`config.mk`:
```
export PLATFORM = sky130hd
export DESIGN_NAME = csk_adder_pipe
export DESIGN_NICKNAME = d
export VERILOG_FILES = /design/src/rtl/csk_adder_pipe.sv
export SDC_FILE = /design/constraint.sdc
export NUM_CORES = 1
export LEC_CHECK = 0
export BUFFER_PORTS_ARGS = -buffer_cell sky130_fd_sc_hd__buf_2
export CAP_MARGIN = 20
export CORE_MARGIN = 3
export CORE_UTILIZATION = 44
export DETAILED_ROUTE_END_ITERATION = 8
export GPL_TIMING_DRIVEN = 0
export PLACE_DENSITY = 0.76
export RECOVER_POWER = 100
export SLEW_MARGIN = 20
export SYNTH_ARGS = -nofsm -noshare
export SYNTH_HDL_FRONTEND = slang
export SYNTH_SLANG_ARGS = --single-unit
```
`constraint.sdc`:
```
create_clock -name clk -period 0.9 [get_ports clk]
set_input_delay 0.18 -clock clk [delete_from_list [all_inputs] [get_ports clk]]
set_output_delay 0.18 -clock clk [all_outputs]
set_load 0.01 [all_outputs]
```
`src/rtl/csk_adder_pipe.sv`:
```
// rtl/csk_adder_pipe.sv - registered carry-skip adder with per-group skip flags
// One pipeline stage: a combinational carry-skip core feeding the output registers.
module csk_adder_pipe #(
  parameter int WIDTH = 16,
  parameter int BLOCK = 4
) (
  input  logic                   clk,
  input  logic                   rst_n,
  input  logic                   in_valid,
  input  logic [WIDTH-1:0]       a,
  input  logic [WIDTH-1:0]       b,
  input  logic                   cin,
  output logic                   out_valid,
  output logic [WIDTH-1:0]       sum,
  output logic                   cout,
  output logic                   ovf,
  output logic [WIDTH/BLOCK-1:0] skip
);

  localparam int NGROUP = WIDTH / BLOCK;

  logic [WIDTH-1:0]  w_sum;
  logic [NGROUP-1:0] w_skip;
  logic              w_carry;
  logic              w_gc;
  logic              w_rc;
  logic              w_sel;
  logic              w_p;
  logic              w_cmsb;

  // Ripple within each group; the group carry-out is muxed between the
  // ripple result and the group carry-in when every bit propagates.
  always_comb begin
    w_sum   = '0;
    w_skip  = '0;
    w_carry = cin;
    w_gc    = 1'b0;
    w_rc    = 1'b0;
    w_sel   = 1'b0;
    w_p     = 1'b0;
    w_cmsb  = 1'b0;
    for (int g = 0; g < NGROUP; g++) begin
      w_gc  = w_carry;
      w_rc  = w_gc;
      w_sel = 1'b1;
      for (int k = 0; k < BLOCK; k++) begin
        w_p = a[g*BLOCK+k] ^ b[g*BLOCK+k];
        w_sum[g*BLOCK+k] = w_p ^ w_rc;
        if (g*BLOCK+k == WIDTH-1) w_cmsb = w_rc;
        w_rc  = (a[g*BLOCK+k] & b[g*BLOCK+k]) | (w_p & w_rc);
        w_sel = w_sel & w_p;
      end
      w_skip[g] = w_sel;
      w_carry   = w_sel ? w_gc : w_rc;
    end
  end

  logic                   r_valid;
  logic [WIDTH-1:0]       r_sum;
  logic                   r_cout;
  logic                   r_ovf;
  logic [NGROUP-1:0]      r_skip;

  always_ff @(posedge clk or negedge rst_n) begin
    if (!rst_n) begin
      r_valid <= 1'b0;
      r_sum   <= '0;
      r_cout  <= 1'b0;
      r_ovf   <= 1'b0;
      r_skip  <= '0;
    end else begin
      r_valid <= in_valid;
      if (in_valid) begin
        r_sum  <= w_sum;
        r_cout <= w_carry;
        r_ovf  <= w_cmsb ^ w_carry;
        r_skip <= w_skip;
      end
    end
  end

  assign out_valid = r_valid;
  assign sum       = r_sum;
  assign cout      = r_cout;
  assign ovf       = r_ovf;
  assign skip      = r_skip;

endmodule

```
==> results_tabular.tex <==
\begin{tabular}{lr}
\hline
Metric & Value \\
\hline
\multicolumn{2}{l}{\textbf{Critical path}} \\
\quad Kind of start point of the critical path & input pin \\
\quad Register-to-Register Setup Slack & -130 ps \\
\quad Kind of capture point of the worst setup path & flop \\
\quad Cell mode on critical path & sky130\_fd\_sc\_hd\_\_fa\_2 \\
\quad Worst setup endpoint & cout\$\_DFFE\_PN0P\_ \\
\quad Startpoint of the worst register-to-register path & ovf\$\_DFFE\_PN0P\_ \\
\quad Data arrival time of the critical path & 7010 ps \\
\quad Data required time of the critical path & 1100 ps \\
\quad Critical path start-end classification & in -> reg \\
\quad Number of cells on the worst reg-to-reg path & 3 \\
\quad Launch point of the critical path & a[0] \\
\quad Slowest-stage cell, CP & sky130\_fd\_sc\_hd\_\_fa\_2 \\
\quad R2R Path End & ovf\$\_DFFE\_PN0P\_ \\
\quad Max Fanout on Critical Path & 3 \\
\quad Crit path largest cell delay & 390 ps \\
\multicolumn{2}{l}{\textbf{Synthesis}} \\
\quad Largest cells by area after synthesis & sky130\_fd\_sc\_hd\_\_dfrtp\_1, sky130\_fd\_sc\_hd\_\_fa\_1, sky130\_fd\_sc\_hd\_\_ha\_1 \\
\quad Number of synthesized register bits & 23 \\
\quad Syn\_area\_per\_cell & roughly 14 um2 \\
\quad Post-Synthesis Cells & 112 \\
\quad Part of the Yosys area used for sequential elements & 37.5\% \\
\quad Largest area contributor in the netlist & sky130\_fd\_sc\_hd\_\_dfrtp\_1 \\
\quad Yosys cell types & 22 \\
\quad Total number of yosys warnings & 0 \\
\quad Netlist area before placement & around 0.0015 mm2 \\
\quad Fraction of synthesized cell area taken by the top area cell type & a little under two fifths \\
\quad Post-Synthesis Net Count & 180 \\
\multicolumn{2}{l}{\textbf{Finish}} \\
\quad Layout Nets & 270 \\
\quad Cell area after layout & 0.00235 mm2 \\
\quad Synth-to-Final Area Change & 53.3\% \\
\quad Most frequent standard cell in the layout excluding fill and tap cells & sky130\_fd\_sc\_hd\_\_buf\_2 \\
\quad Share of cells above drive strength 1 & between 60 and 70\% \\
\quad Non-filler instance count after layout & approximately 250 \\
\quad Antenna diode instance count & 0 \\
\quad Final core occ & roughly three quarters \\
\quad Most frequent cells in the layout & sky130\_fd\_sc\_hd\_\_buf\_2, sky130\_fd\_sc\_hd\_\_buf\_4, sky130\_fd\_sc\_hd\_\_dfrtp\_1 \\
\quad Final-layout fill cell count & 234 \\
\multicolumn{2}{l}{\textbf{STA}} \\
\quad Minimum setup slack in the final design & -5910 ps \\
\quad Clock skew after layout & 0 ps \\
\quad Setup-violating endpoint count in the final report & 41 \\
\quad Count of final max-slew check failures & 0 \\
\quad Relative slew margins & 60.8\% \\
\quad Hold violation count in the final report & 0 \\
\quad Post-layout min period & 6810 ps \\
\quad Part of the cycle the worst path needs & 756\% \\
\quad Tightest Pin Transition & around 600 ps \\
\quad RSZ-0062 raised after global routing & true \\
\quad Max Fclk & 147 MHz \\
\multicolumn{2}{l}{\textbf{Power and ir drop}} \\
\quad Peak supply drop & 0.000935 V \\
\quad Lkg Pwr & 0.00117 uW \\
\quad Total power consumption of the routed design & approximately 3400 uW \\
\quad Power per unit of standard cell area & 1460 mW/mm2 \\
\multicolumn{2}{l}{\textbf{Placed design}} \\
\quad Number of input and output port buffers inserted & 58 \\
\quad Half-perimeter wire length after detailed placement & 2650 um \\
\quad Routability congestion estimate from global placement & between 0.7 and 0.8 \\
\quad Post-Place Cells & 214 \\
\quad Instance area at placement & approximately 0.0020 mm2 \\
\multicolumn{2}{l}{\textbf{Floorplanning}} \\
\quad FP Rows & 20 \\
\quad Core footprint & 0.00318 mm2 \\
\quad Overall die height & roughly 65 um \\
\quad Width of the die & 65.0 um \\
\quad Die outline area & between 0.004 and 0.005 mm2 \\
\quad Starting Density & 48.3\% \\
\quad I/O pins & 59 \\
\multicolumn{2}{l}{\textbf{Global route}} \\
\quad Total congestion overflow after global routing & 0 \\
\quad Maximum number of pins on one net before global-route repair & 24 \\
\quad Global-route total usage across every layer & 17.6\% \\
\quad Number of global-route vias before repair & 1,308 \\
\quad First-pass GRT wire length & 5750 um \\
\quad Antenna violations before repair & 0 \\
\multicolumn{2}{l}{\textbf{Drt}} \\
\quad Vias/cell & roughly 4.7 \\
\quad Count of vias placed by the detailed router & 1,146 \\
\quad Wire length after detailed routing & 3520 um \\
\quad Number of nets still failing antenna checks after routing & 0 \\
\quad Number of design rule violations left after detail routing & 0 \\
\quad Detailed-router iteration count before antenna repair & 4 \\
\quad Count of routing violations after the opening detailed-route iteration & 27 \\
\quad Routed WL per cell & roughly 14 um \\
\multicolumn{2}{l}{\textbf{Clock tree}} \\
\quad Clock network latency to the later pin of the worst-skew pair & roughly 300 ps \\
\quad Total clock sinks & 23 \\
\quad Clock root buffer master & sky130\_fd\_sc\_hd\_\_clkbuf\_4 \\
\quad Number of buffers added by the clock tree synthesis step & 3 \\
\quad TritonCTS clock tree & yes \\
\quad Clock-pin slew on the worst setup and hold paths & between 100 and 150 ps \\
\quad Buffer levels on the longest clock path & 2 \\
\quad CTS H-tree depth & 1 \\
\multicolumn{2}{l}{\textbf{Min path}} \\
\quad Class of the worst hold path & in -> reg \\
\quad HP Start & cin \\
\multicolumn{2}{l}{\textbf{Outcome}} \\
\quad Outcome & complete, but fails checks \\
\quad Failing checks & setup timing \\
\multicolumn{2}{l}{\textbf{Job}} \\
\quad Number of maximum-capacitance constraint violations & 0 \\
\hline
\end{tabular}
==> stage by stage <==
step,TNS (ps),worst slack (ps),hold slack [ps]
5_1_grt,-62520,-6100,305
3_3_place_gp,-63760,-6210,181
4_1_cts,-59820,-5890,319
2_1_floorplan,-57670,-5820,-116
3_5_place_dp,-65500,-6360,190
6_report,-59710,-5910,305
==> per-layer routing <==
metal  track usage [%]  wire length, um  vias up
li1                  -                -      549
met1              21.0             1440      557
met2              33.3             1840       38
met3              3.64              221        2
met4              2.33               16        0
met5                 0                0        -
==> area by class of cell <==
class,instances,area (um2),share of cell area [%]
Clock buffer,4,26.3,1.12
Sequential cell,23,576,24.5
Multi-Input combinational cell,74,1090,46.3
Buffer,3,16.3,0.691
Inverter,12,62.6,2.66
Timing Repair Buffer,85,528,22.4
Tap cell,44,55.1,2.34
==> how the worst min path moves through the flow <==
stage | endpoint | slack, ps | cells after the start
4_1_cts | sum[0]$_DFFE_PN0P_ | 320 | 4
3_3_place_gp | sum[9]$_DFFE_PN0P_ | 180 | 1
6_report | sum[0]$_DFFE_PN0P_ | 300 | 4
3_5_place_dp | sum[9]$_DFFE_PN0P_ | 190 | 1
5_1_grt | sum[0]$_DFFE_PN0P_ | 300 | 4
2_1_floorplan | cout$_DFFE_PN0P_ | -120 | 0
==> Yosys cell counts <==
cell type and n:
sky130_fd_sc_hd__o21ai_4 1, sky130_fd_sc_hd__mux2_4 2, sky130_fd_sc_hd__and4_1 1, sky130_fd_sc_hd__nand4_1 3, sky130_fd_sc_hd__nor3_1 1, sky130_fd_sc_hd__ha_1 16
sky130_fd_sc_hd__buf_2 2, sky130_fd_sc_hd__dfrtp_1 23, sky130_fd_sc_hd__nand2_1 3, sky130_fd_sc_hd__nand3_1 1, sky130_fd_sc_hd__a31oi_1 1, sky130_fd_sc_hd__mux2i_1 5
sky130_fd_sc_hd__nor2b_1 2, sky130_fd_sc_hd__inv_1 12, sky130_fd_sc_hd__a311oi_1 1, sky130_fd_sc_hd__fa_1 16, sky130_fd_sc_hd__clkbuf_1 1, sky130_fd_sc_hd__mux2_2 15
sky130_fd_sc_hd__nor2_1 3, sky130_fd_sc_hd__o211ai_1 1, sky130_fd_sc_hd__a211o_2 1, sky130_fd_sc_hd__a41oi_1 1
==> flip-flops by register name, indices dropped and copies added (netlist names) <==
| register | flops |
|---|---|
| ovf | 1 |
| sum | 16 |
| skip | 4 |
| cout | 1 |
| out_valid | 1 |
==> worst max-delay path, delay by kind of cell <==
kind	cells	cell delay, ps
compound gates	2	260
fa+ha+maj	16	5380
buf+inv	4	270
mux	2	550
simple gates	4	390
==> timing repair <==
item	in CTS	in global routing
endpoints found under the hold margin	24	0
hold buffers	2	0
pin swaps	4	4
setup buffers	12	13
setup endpoints to repair	40	40
gates resized for setup	18	4
==> power breakdown <==
| group | switching [uW] | internal (uW) | leakage, uW |
|---|---|---|---|
| Clock | 306 | 173 | 0.0000150 |
| Combinational | 672 | 942 | 0.000877 |
| Sequential | 105 | 1250 | 0.000277 |
==> cells by family after synthesis <==
group | count (synthesis) | synth area share [%]
fa+ha+maj | 32 | 33.9
compound gates | 6 | 3.75
mux | 22 | 16.2
simple gates | 14 | 4.73
flops | 23 | 37.5
buf+inv | 15 | 3.83
Note: power is estimated with default switching activity, not from simulation.
